**src/rtl/fetch_queue_unit.sv**
```systemverilog
// Fetch front end: owns the fetch PC, reads instruction memory and holds fetched
// instructions in a small in-order queue whose head feeds the fetch/decode register.
module fetch_queue_unit #(
  parameter int          DEPTH    = 4,
  parameter logic [31:0] RESET_PC = 32'h0000_0000
) (
  input  logic                     clk,
  input  logic                     rst,
  output logic [31:0]              ImemAddr,
  input  logic [31:0]              ImemRdata,
  input  logic                     ImemReady,
  input  logic                     en,
  input  logic                     FlushF,
  input  logic [31:0]              PCTargetE,
  output logic [31:0]              PCF,
  output logic [31:0]              PCPlus4F,
  output logic [31:0]              InstrF,
  output logic                     ValidF,
  output logic [$clog2(DEPTH):0]   Count
);

  localparam int AW = $clog2(DEPTH);
  localparam int CW = AW + 1;
  localparam logic [CW-1:0] FULL_COUNT = CW'(DEPTH);
  localparam logic [AW-1:0] PTR_ONE    = AW'(1);
  localparam logic [CW-1:0] CNT_ONE    = CW'(1);
  localparam logic [31:0]   NOP_INSTR  = 32'h0000_0013;

  // Handshakes: the memory side transfers on a cycle where ImemReady=1 and the
  // queue can accept (not full, or popping); the decode side transfers on a cycle
  // where ValidF=1 and en=1. FlushF cancels both transfers in its cycle.

  logic [31:0]   r_fetch_pc;
  logic [AW-1:0] r_rptr;
  logic [AW-1:0] r_wptr;
  logic [CW-1:0] r_count;
  logic [31:0]   r_pc_mem    [DEPTH];
  logic [31:0]   r_pc4_mem   [DEPTH];
  logic [31:0]   r_instr_mem [DEPTH];

  logic          w_valid;
  logic          w_pop;
  logic          w_push;
  logic [31:0]   w_fetch_pc4;

  assign w_valid     = (r_count != '0);
  assign w_pop       = en && w_valid && !FlushF;
  assign w_push      = ImemReady && !FlushF && ((r_count < FULL_COUNT) || w_pop);
  assign w_fetch_pc4 = r_fetch_pc + 32'd4;

  always_ff @(posedge clk) begin
    if (rst) begin
      r_fetch_pc <= RESET_PC;
      r_rptr     <= '0;
      r_wptr     <= '0;
      r_count    <= '0;
    end else if (FlushF) begin
      r_fetch_pc <= PCTargetE;
      r_rptr     <= '0;
      r_wptr     <= '0;
      r_count    <= '0;
    end else begin
      if (w_push) begin
        r_fetch_pc <= w_fetch_pc4;
        r_wptr     <= r_wptr + PTR_ONE;
      end
      if (w_pop) begin
        r_rptr <= r_rptr + PTR_ONE;
      end
      if (w_push && !w_pop) begin
        r_count <= r_count + CNT_ONE;
      end else if (w_pop && !w_push) begin
        r_count <= r_count - CNT_ONE;
      end
    end
  end

  // Entry storage needs no reset; occupancy is tracked solely by the pointers and count.
  always_ff @(posedge clk) begin
    if (!rst && w_push) begin
      r_pc_mem[r_wptr]    <= r_fetch_pc;
      r_pc4_mem[r_wptr]   <= w_fetch_pc4;
      r_instr_mem[r_wptr] <= ImemRdata;
    end
  end

  always_comb begin
    PCF      = 32'h0;
    PCPlus4F = 32'h0;
    InstrF   = NOP_INSTR;
    if (w_valid) begin
      PCF      = r_pc_mem[r_rptr];
      PCPlus4F = r_pc4_mem[r_rptr];
      InstrF   = r_instr_mem[r_rptr];
    end
  end

  assign ImemAddr = r_fetch_pc;
  assign ValidF   = w_valid;
  assign Count    = r_count;

endmodule

```
**config.mk**
```make
export PLATFORM = sky130hd
export DESIGN_NAME = fetch_queue_unit
export DESIGN_NICKNAME = d
export VERILOG_FILES = /design/src/rtl/fetch_queue_unit.sv
export SDC_FILE = /design/constraint.sdc
export NUM_CORES = 1
export LEC_CHECK = 0
export ABC_AREA = 1
export BUFFER_PORTS_ARGS = -buffer_cell sky130_fd_sc_hd__buf_2
export CELL_PAD_IN_SITES_DETAIL_PLACEMENT = 1
export CELL_PAD_IN_SITES_GLOBAL_PLACEMENT = 1
export CORE_AREA = 8 8 195 197
export DETAILED_ROUTE_END_ITERATION = 10
export DIE_AREA = 0 0 203 205
export GPL_TIMING_DRIVEN = 1
export PLACE_DENSITY_LB_ADDON = 0.1
export SETUP_SLACK_MARGIN = 0.15
export SLEW_MARGIN = 10
export SYNTH_ARGS = -nofsm -noshare
export SYNTH_HDL_FRONTEND = slang
export SYNTH_SLANG_ARGS = --single-unit
```
**constraint.sdc**
```tcl
create_clock -name clk -period 17.7 [get_ports clk]
set_clock_uncertainty 0.15 [all_clocks]
set_input_delay 0.885 -clock clk [delete_from_list [all_inputs] [get_ports clk]]
set_output_delay 0.885 -clock clk [all_outputs]
set_load 0.005 [all_outputs]
```
# Word level (Yosys, flattened, before mapping)
# Memories as Yosys holds them, arrays and structs flattened. A register that Yosys moved wholly into a read port is not among the register bits.
# Cells that the tools add are included.
# word_totals
regBits,39
romBits,0
latchBits,0
out_inout_bits,132
ramBits,384
n_memories,3
# mem_list
name,words,word_bits,rd,rd_clocked_by_memory_dff,wr,line,source
r_instr_mem,4,32,1,1,1,39,logic [31:0] r_instr_mem [DEPTH];
r_pc4_mem,4,32,1,1,1,38,logic [31:0] r_pc4_mem [DEPTH];
r_pc_mem,4,32,1,1,1,37,logic [31:0] r_pc_mem [DEPTH];
# classes
n_shift,0
bitwise_logic,0
muxes,15
div_mod_pow,0
add_sub_neg,5
n_reduce_logical,16
order_cmp,1
mul,0
n_eq_ne,0
# op_table
op,n
$mux 32,5
$add 32x3->32 const B,1
$mux 2,6
$logic_and 1x1->1,7
$mux 3,2
$add 2x1->2 const B,2
$logic_not 1->1,4
$reduce_bool 2->1,2
$add 3x1->3 const B,1
$lt 3x3->1 const B,1
$reduce_bool 3->1,1
$sub 3x1->3 const B,1
$mux 1,2
$reduce_or 2->1,1
$logic_or 1x1->1,1

# Depth between registers and ports, before layout
# Gate-level depths: netlist (run 1).
# depth
depth_word,9
mapped_depth,13
mapped_depth_nobuf,11

# Worst setup path before layout (run 1)
# No wires, ideal clock.
# synth_path
kind,input to register
start,input FlushF
end,memory r_instr_mem[0][0] (enable)
slack_ns,11.442
setup_ns,0.548
path_buffers,1
path_stages,6
arrival_ns,5.560
cell_sequence,buf_4 > inv_2 > nand3_2 > nor2_2 > inv_1 > nor2_1
# synth_via
elab_chain_len,7
elab_cells_between_ends,8
classes_between,mux (2); reduce/logical (6)
# synth_rtl
item,line,source
from (decl),13,"input logic FlushF,"
$logic_not 1->1 (*),"47, 48",
$logic_and 1x1->1,47,assign w_pop = en && w_valid && !FlushF;
$logic_or 1x1->1,48,assign w_push = ImemReady && !FlushF && ((r_count < FULL_COUNT) || w_pop);
$logic_and 1x1->1 (*),48,
$logic_and 1x1->1 (*),80,if (!rst && w_push) begin
$mux 1 (*),80,
$mux 1 (not written as such) (*),83,r_instr_mem[r_wptr] <= ImemRdata;
to (decl),39,
# Every way passes the cells marked *; elsewhere a longest branch is shown, timed or not.

==> flow_summary.toml, run 1 <==
[outcome]
outcome = "finished clean"

[cts]
path_clk_slew_ns = 0.06
worstSkewPairLatency_ns = 0.54
post_cts_buffers = 0
htreeDepth = 2
cts-root-buf = "clkbuf_16"
cts_buffers = 43
holdBufCountCts = 0
cts_tree = "yes"
cts.path.max_buffers = 3
cts.sinks = 417
cts_resized = 0

[global_routing]
antenna_found_initial = 0
grt_pass1_vias = 13059
grt-ovfl-total = 0
grt_pass1_wl_mm = 74.4
grt_max_degree = 113
track_usage = 0.231

[setup_path]
path_delay_family = "buffers and inverters"
cp_max_fo = 84
worstReg2RegEnd = "r_pc_mem[0][8]"
worstPathRequired_ns = 16.67
regToRegSetupSlack_ns = 13.97
worstPathArrival_ns = 3.73
crit_buf_inv = 3
start_kind = "flop"
crit_cells = 7
r2r_cells = 6
crit_type = "flop to output port"
critPathCapture = "PCPlus4F[3]"
slowest_delay_ns = 0.80
rr_startpoint = "Count[2]"
crit_path_cell_trace = "buf_4 -> buf_4 -> nor2_1 -> nor2_1 -> o21ai_0 -> a21oi_1 -> buf_2"
slowest_stage = "buf_4"
worstSetupEndpointType = "output port"

[die]
die_w_um = 203
coreArea_mm2 = 0.0350
die_area_mm2 = 0.0416
rows = 69
initial_core_util = 0.493
ios = 201
die_y_um = 205

[placed_design]
dpl-instance-area_mm2 = 0.0186
numPortBuffers = 200
gp_congestion = 0.782
dp_hpwl_mm = 30.0

[synth]
yosysWarnings = 0
ys_types = 37
synthTopCellsByCount = "414 x nor2_1, 376 x edfxtp_1, 186 x o21ai_0"
synth_top_area_cell = "edfxtp_1"
async_reset_ff_frac = 0
yosysSeqAreaShare = 0.702
synth.most_common_cell = "nor2_1"
avgSynthCellArea_um2 = 11.2
synth_edf_count = 376
synth_top_cell_area_share = 0.654
synthCells = 1538
ys_seq_elements = 417
syn-cell-area_mm2 = 0.0173
ys.flop_type = "edfxtp_1"
synth.net_count = 1614
netlist_top_cells_area = "edfxtp_1 65%, nor2_1 9.0%, o21ai_0 5.4%, dfxtp_1 4.8%, a21oi_1 3.2%"

[timing]
setup_viol = 0
tns_ns = 0
slew_headroom = 0.201
drv_slew = 0
rsz0062_at_grt = "false"
worst_pin_slew_ns = 1.20
hold_viol_final = 0
max_freq_mhz = 210
min_period_ns = 4.76
post-route-period-util = 0.269

[route]
finalWirelength_mm = 49.0
drt_iter0_markers = 695
postRouteAntennaNets = 0
via_count = 12077
drc_errors = 0
dr.pass1.iters = 5
viasPerCell = 5.48
wl_per_cell_um = 22.3

[finish]
design_area_mm2 = 0.0201
drive_gt1_frac = 0.187
finalNetCount = 1783
n_fill_cell = 3730
syn2layout_area_growth_pct = 16.3
diodes = 0

[power]
leakagePower_uw = 0.00751
p_per_area_mw_per_mm2 = 109
irDropWorstVdd_mv = 0.0714

[flow_run]
cap_violations = 0

[min_path]
hold_class = "flop to flop"
## state kept, by name (all words and copies together) (netlist names), named ones only
register	count
Count	3
ImemAddr	32
r_instr_mem	128
r_pc4_mem	122
r_pc_mem	126
r_rptr	2
r_wptr	2
## metrics by stage
| step | total power, uW | utilization | worst slack [ns] | instances | hold WS (ns) |
|---|---|---|---|---|---|
| 4_1_cts | 2200 | 0.574 | 12.88 | 2202 | 0.343 |
| 5_1_grt | 2250 | 0.574 | 12.67 | 2202 | 0.354 |
| 3_3_place_gp | 1250 | 0.531 | 13.06 | 2123 | 0.293 |
| 3_5_place_dp | 1260 | 0.531 | 12.89 | 2123 | 0.320 |
| 6_report | 2190 | 0.574 | 12.94 | 2202 | 0.343 |
| 2_1_floorplan | 1190 | - | 11.44 | 1538 | 0.286 |
## metal layers
| layer | vias to the layer above | part of all wire | track usage |
|---|---|---|---|
| li1 | 5625 | - | - |
| met1 | 6071 | 0.45 | 0.300 |
| met2 | 303 | 0.49 | 0.398 |
| met3 | 78 | 0.045 | 0.0337 |
| met4 | 0 | 0.021 | 0.0681 |
| met5 | - | 0 | 0 |
## worst register-to-register path: stages, from the launching register on
cell and delay (ns):
dfxtp_1 0.34, nand2_1 0.09, nand3_2 0.13, nor2_2 0.40, inv_1 0.32, nor2_4 0.97, buf_4 0.87
## worst min path at each step
| stage | from | to | slack (ns) | depth (start not counted) |
|---|---|---|---|---|
| CTS | r_rptr[1] | flop | 0.34 | 2 |
| global placement | r_rptr[1] | flop | 0.29 | 2 |
| finish | r_rptr[1] | r_rptr[1] | 0.34 | 2 |
| global route | r_rptr[1] | flop | 0.35 | 2 |
| detailed placement | r_rptr[1] | flop | 0.32 | 2 |
| floorplan | r_rptr[1] | flop | 0.29 | 2 |
## logic make-up (layout without fill, tap and decap cells)
kind of cell             count (synthesis)  in the layout  synth area share
AND/OR/NAND/NOR                        611            611             0.146
AO/OA/AOI/OAI                          335            335            0.0990
adder cells (fa/ha/maj)                  7              7           0.00551
buffers and inverters                  149            352            0.0355
XOR/XNOR                                19             19            0.0118
flip-flops                             417            417             0.702
## area by class of cell
type	count	area, um^2	area share
timing repair buffer	211	1080	0.0540
clock inverter	27	354	0.0176
sequential	417	12100	0.604
clock buffer	52	1130	0.0564
inverter	62	236	0.0118
tap	461	577	0.0287
multi-input combinational	972	4560	0.227
## where the power goes
group / internal [uW] / switching [uW] / leakage [uW]
registers: 1090 / 19.6 / 0.00371
clock network: 575 / 376 / 0.000726
logic: 39.7 / 85.0 / 0.00307
## cell usage in the layout, fill, tap and decap left out, types with 9 or more instances in the layout
cell type and count:
inv_1 55, clkbuf_16 44, nand2_1 146, nor2_4 10
o21ai_0 186, nand3_1 12, buf_4 11, edfxtp_1 376
a21oi_1 111, clkinv_2 11, o21ai_1 26, nor2_1 410
nand2_2 9, buf_2 200, xor2_1 12, dfxtp_1 39
Power figures use the tool's default switching activity.
==> run 2: changes to the inputs <==
--- a/config.mk
+++ b/config.mk
@@ -9,9 +9,9 @@
 export BUFFER_PORTS_ARGS = -buffer_cell sky130_fd_sc_hd__buf_2
 export CELL_PAD_IN_SITES_DETAIL_PLACEMENT = 1
 export CELL_PAD_IN_SITES_GLOBAL_PLACEMENT = 1
-export CORE_AREA = 8 8 195 197
+export CORE_AREA = 8 8 203 205
 export DETAILED_ROUTE_END_ITERATION = 10
-export DIE_AREA = 0 0 203 205
+export DIE_AREA = 0 0 211 213
 export GPL_TIMING_DRIVEN = 1
 export PLACE_DENSITY_LB_ADDON = 0.1
 export SETUP_SLACK_MARGIN = 0.15
==> constraint.sdc (replaced) <==
create_clock -name clk -period 4.4 [get_ports clk]
set_clock_uncertainty 0.15 [all_clocks]
set_input_delay 0.22 -clock clk [delete_from_list [all_inputs] [get_ports clk]]
set_output_delay 0.22 -clock clk [all_outputs]
set_load 0.005 [all_outputs]
==> flow_summary.toml, run 2 (synthesis results as in run 1) <==
[flow_run]
cap_violations = 0

[cts]
htreeDepth = 2
cts.sinks = 417
worstSkewPairLatency_ns = 0.55
post_cts_buffers = 0
cts_tree = "yes"
cts-root-buf = "clkbuf_16"
holdBufCountCts = 67
cts_buffers = 44
path_clk_slew_ns = 0.06
cts_resized = 0
cts.path.max_buffers = 3

[timing]
post-route-period-util = 0.754
tns_ns = 0
worst_slack_ns = 1.08
min_period_ns = 3.32
rsz0062_at_grt = "false"
max_freq_mhz = 302
worst_pin_slew_ns = 1.01
drv_slew = 0
setup_viol = 0
slew_headroom = 0.326
hold_viol_final = 0

[finish]
regMostFlops = "r_instr_mem"
final_common_cell = "nor2_1"
final_util = 0.549
top_regs = "r_instr_mem (128), r_pc_mem (126), r_pc4_mem (122)"
syn2layout_area_growth_pct = 21.2
drive_gt1_frac = 0.179
design_area_mm2 = 0.0209
largest_register_ff_count = 128
finalNetCount = 1858
final_cell_mix = "410 x nor2_1, 376 x edfxtp_1, 200 x buf_2"
diodes = 0

[route]
wl_per_cell_um = 21.3
postRouteAntennaNets = 0
met1_length_mm = 22.4
finalWirelength_mm = 49.7
met2WireLength_mm = 24.3
dr.pass1.iters = 7
dr_wl_met3_mm = 2.00
topRoutingLayerUsed = "met4"
viasPerCell = 5.24
via_count = 12230
drc_errors = 0
drt_iter0_markers = 723

[power]
internal-power_uw = 6860
p_per_area_mw_per_mm2 = 419
comb_power_share = 0.063
p_sw_frac = 0.218
pwr-share-clk = 0.427
leakagePower_uw = 0.00783
irDropWorstVdd_mv = 0.252
seq_power_share = 0.509
p_sw_uw = 1910

[setup_path]
crit_path_cell_trace = "inv_4 -> buf_4 -> o21ai_0 -> a21oi_1 -> buf_2"
worstPathArrival_ns = 2.95
crit_type = "flop to output port"
crit_buf_inv = 3
slowest_stage = "inv_4"
slowest_delay_ns = 0.68
path_delay_family = "buffers and inverters"
cp_max_fo = 91
worstPathRequired_ns = 4.03
worstSetupEndpointType = "output port"
start_kind = "flop"

[global_routing]
grt-ovfl-total = 0
grt_pass1_vias = 13298
track_usage = 0.220
grt_pass1_wl_mm = 76.8
antenna_found_initial = 1
grt_max_degree = 95

[die]
coreArea_mm2 = 0.0381
ios = 201
rows = 72
die_y_um = 213
die_w_um = 211
die_area_mm2 = 0.0449
initial_core_util = 0.453

[placed_design]
dp_hpwl_mm = 30.1
dpl-instance-area_mm2 = 0.0188
gp_congestion = 0.767
dpl_worst_slack_ns = 1.18
numPortBuffers = 200

[outcome]
outcome = "finished clean"

[min_path]
hold_class = "input port to flop"
run 2: worst paths after layout:
path | startpoint | cells after the start | endpoint | slack (ns)
worst min register to register | r_rptr[1] | 2 | flop | 0.33
worst min-delay path | rst | 2 | ImemAddr[5] | 0.03
worst max-delay path | flop | 5 | InstrF[13] | 1.08
worst max register to register | Count[2] | 6 | r_instr_mem[1][27] | 1.59
run 2: layout make-up:
class	count	area, um^2
clock buffers	56	1200
well taps	518	648
fillers	4066	17200
multi-input cells	972	4560
flip-flops and latches	417	12100
inverters	62	236
repair buffers	285	1890
clock inverters	22	254
run 2: layer usage:
layer	global-route usage	vias to the layer above
li1	-	5767
met4	0.0603	0
met1	0.290	6131
met3	0.0341	70
met2	0.374	262
met5	0	-
run 2: worst reg2reg max path: stages (launching register included):
cell and delay, ns:
dfxtp_1 0.34, nand2_1 0.09, nand3_2 0.12, nor2_2 0.37, inv_1 0.31, nor2_4 0.70
buf_4 0.41
run 2: through the flow:
step,hold slack [ns],total power [uW],instances
2_1_floorplan,0.169,4770,1538
3_3_place_gp,0.288,5050,2187
3_5_place_dp,0.295,5070,2187
4_1_cts,0.0145,8860,2332
5_1_grt,0.0219,9050,2332
6_report,0.0346,8770,2332
run 2: power groups by stage:
stage / Sequential [uW] / Combinational [uW] / Clock (uW)
2_1_floorplan: 4520 / 248 / 0
3_3_place_gp: 4550 / 500 / 0
3_5_place_dp: 4550 / 514 / 0
4_1_cts: 4470 / 563 / 3830
5_1_grt: 4470 / 614 / 3960
6_report: 4470 / 555 / 3750
==> run 3: changes to the inputs <==
--- a/config.mk
+++ b/config.mk
@@ -9,9 +9,9 @@
 export BUFFER_PORTS_ARGS = -buffer_cell sky130_fd_sc_hd__buf_2
 export CELL_PAD_IN_SITES_DETAIL_PLACEMENT = 1
 export CELL_PAD_IN_SITES_GLOBAL_PLACEMENT = 1
-export CORE_AREA = 8 8 203 205
+export CORE_AREA = 8 8 212 214
 export DETAILED_ROUTE_END_ITERATION = 10
-export DIE_AREA = 0 0 211 213
+export DIE_AREA = 0 0 220 222
 export GPL_TIMING_DRIVEN = 1
 export PLACE_DENSITY_LB_ADDON = 0.1
 export SETUP_SLACK_MARGIN = 0.15
==> constraint.sdc (replaced) <==
create_clock -name clk -period 2.8 [get_ports clk]
set_clock_uncertainty 0.15 [all_clocks]
set_input_delay 0.14 -clock clk [delete_from_list [all_inputs] [get_ports clk]]
set_output_delay 0.14 -clock clk [all_outputs]
set_load 0.005 [all_outputs]
==> flow_summary.toml, run 3 (synthesis results as in run 1) <==
[route]
viasPerCell = 5.19
drt_iter0_markers = 775
wl_per_cell_um = 21.7
dr.pass1.iters = 4
finalWirelength_mm = 52.2
postRouteAntennaNets = 0
drc_errors = 0
via_count = 12490

[finish]
regMostFlops = "r_instr_mem"
post_layout_nonfiller_instances = 2408
syn2layout_area_growth_pct = 25.4
largest_register_ff_count = 128
multi_input_area_mm2 = 0.00462
final_util = 0.521
diodes = 0
final_common_cell = "nor2_1"
finalNetCount = 1909
seqCellArea_mm2 = 0.0121
drive_gt1_frac = 0.200
final_cell_mix = "409 x nor2_1, 376 x edfxtp_1, 200 x buf_2"
n_fill_cell = 4411
top_regs = "r_instr_mem (128), r_pc_mem (126), r_pc4_mem (122)"

[die]
initial_core_util = 0.416
ios = 201
coreArea_mm2 = 0.0415
die_w_um = 220
rows = 75
die_area_mm2 = 0.0488
die_y_um = 222

[global_routing]
antenna_found_initial = 0
track_usage = 0.212
grt-ovfl-total = 0
grt_pass1_vias = 13502
grt_pass1_wl_mm = 79.9
grt_max_degree = 95

[outcome]
outcome = "finished clean"

[cts]
cts.sinks = 417
cts_tree = "yes"
htreeDepth = 2
cts_buffers = 45
worstSkewPairLatency_ns = 0.58
cts.path.max_buffers = 3
path_clk_slew_ns = 0.06
cts-root-buf = "clkbuf_16"

[setup_path]
cp_max_fo = 31
start_kind = "flop"
crit_path_cell_trace = "buf_4 -> nor2_1 -> nor2_1 -> o21ai_0 -> a21oi_1 -> buf_2"
worstPathArrival_ns = 2.28
worstReg2RegEnd = "ImemAddr[26]"
worstPathRequired_ns = 2.51
cp_common_cell = "nor2_1"
r2r_cells = 9
rr_startpoint = "ImemAddr[21]"
crit_type = "flop to output port"
regToRegSetupSlack_ns = 0.25
worstSetupEndpointType = "output port"
slowest_stage = "dfxtp_4"
slowest_delay_ns = 0.53

[power]
power_uw = 13900
p_per_area_mw_per_mm2 = 641
leakagePower_uw = 0.00816
irDropWorstVdd_mv = 0.455

[timing]
drv_slew = 0
setup_viol = 0
rsz0062_at_grt = "true"
worst_slack_ns = 0.234
slew_headroom = 0.568
post-route-period-util = 0.916
min_period_ns = 2.57
hold_viol_final = 0
worst_pin_slew_ns = 0.648
tns_ns = 0
max_freq_mhz = 390

[min_path]
worst_hold_startpoint = "FlushF"
holdPathEnd = "ImemAddr[17]"
hold_depth = 5
hold_class = "input port to flop"

[flow_run]
cap_violations = 0

[placed_design]
dp_hpwl_mm = 32.4
gp_congestion = 0.793
dpl_worst_slack_ns = 0.377
dpl.cell_count = 2232
numPortBuffers = 200
run 3: how the worst max path moves through the flow:
| stage | endpoint | slack, ns | from | cells after the start |
|---|---|---|---|---|
| after detailed placement | r_pc4_mem[1][29] | 0.38 | FlushF | 7 |
| after CTS | ImemAddr[24] | 0.17 | ImemAddr[2] | 10 |
| after global routing | ImemAddr[26] | 0.09 | ImemAddr[21] | 9 |
| final | PCPlus4F[0] | 0.23 | flop | 6 |
| after floorplan | r_instr_mem[0][0] | 0.01 | Count[2] | 5 |
| after global placement | r_pc4_mem[1][29] | 0.43 | FlushF | 7 |
run 3: area by class of cell:
class	count	area share
sequential	417	0.561
multi-input combinational	972	0.213
timing repair buffer	335	0.116
clock buffer	57	0.0546
tap	539	0.0312
clock inverter	26	0.0123
inverter	62	0.0115
run 3: report_power, final:
| group | switching (uW) | internal (uW) |
|---|---|---|
| Clock | 2410 | 3450 |
| Sequential | 93.2 | 6900 |
| Combinational | 618 | 384 |
| Total | 3120 | 10700 |
run 3: metrics by stage:
step                      instance area (um^2)  hold slack, ns
after floorplan                          17300          0.0889
after global placement                   19200           0.212
after detailed placement                 19200           0.218
after CTS                                21500          0.0115
after global routing                     21600          0.0679
final                                    21600          0.0406
run 3: critical path: cells and delay by family (launching register included):
kind | cells | cell delay, ns
buffers and inverters | 2 | 0.58
AND/OR/NAND/NOR | 2 | 0.19
AO/OA/AOI/OAI | 2 | 0.40
flip-flops | 1 | 0.53
run 3: what timing repair did:
action / 4_1_cts / 5_1_grt
hold buffers: 88 / 0
resized for setup: 4 / 18
pin swaps: 0 / 1
gates cloned: 1 / 1
buffers inserted: 0 / 3
hold endpoints to repair: 166 / 0
setup endpoints to repair: 5 / 15
run 3: per-layer routing:
layer  GRT usage  share of wire  wire length, um
met5           0              0                0
met4      0.0552          0.017              890
met3      0.0334          0.047             2450
met2       0.359           0.49            25700
met1       0.278           0.44            23100
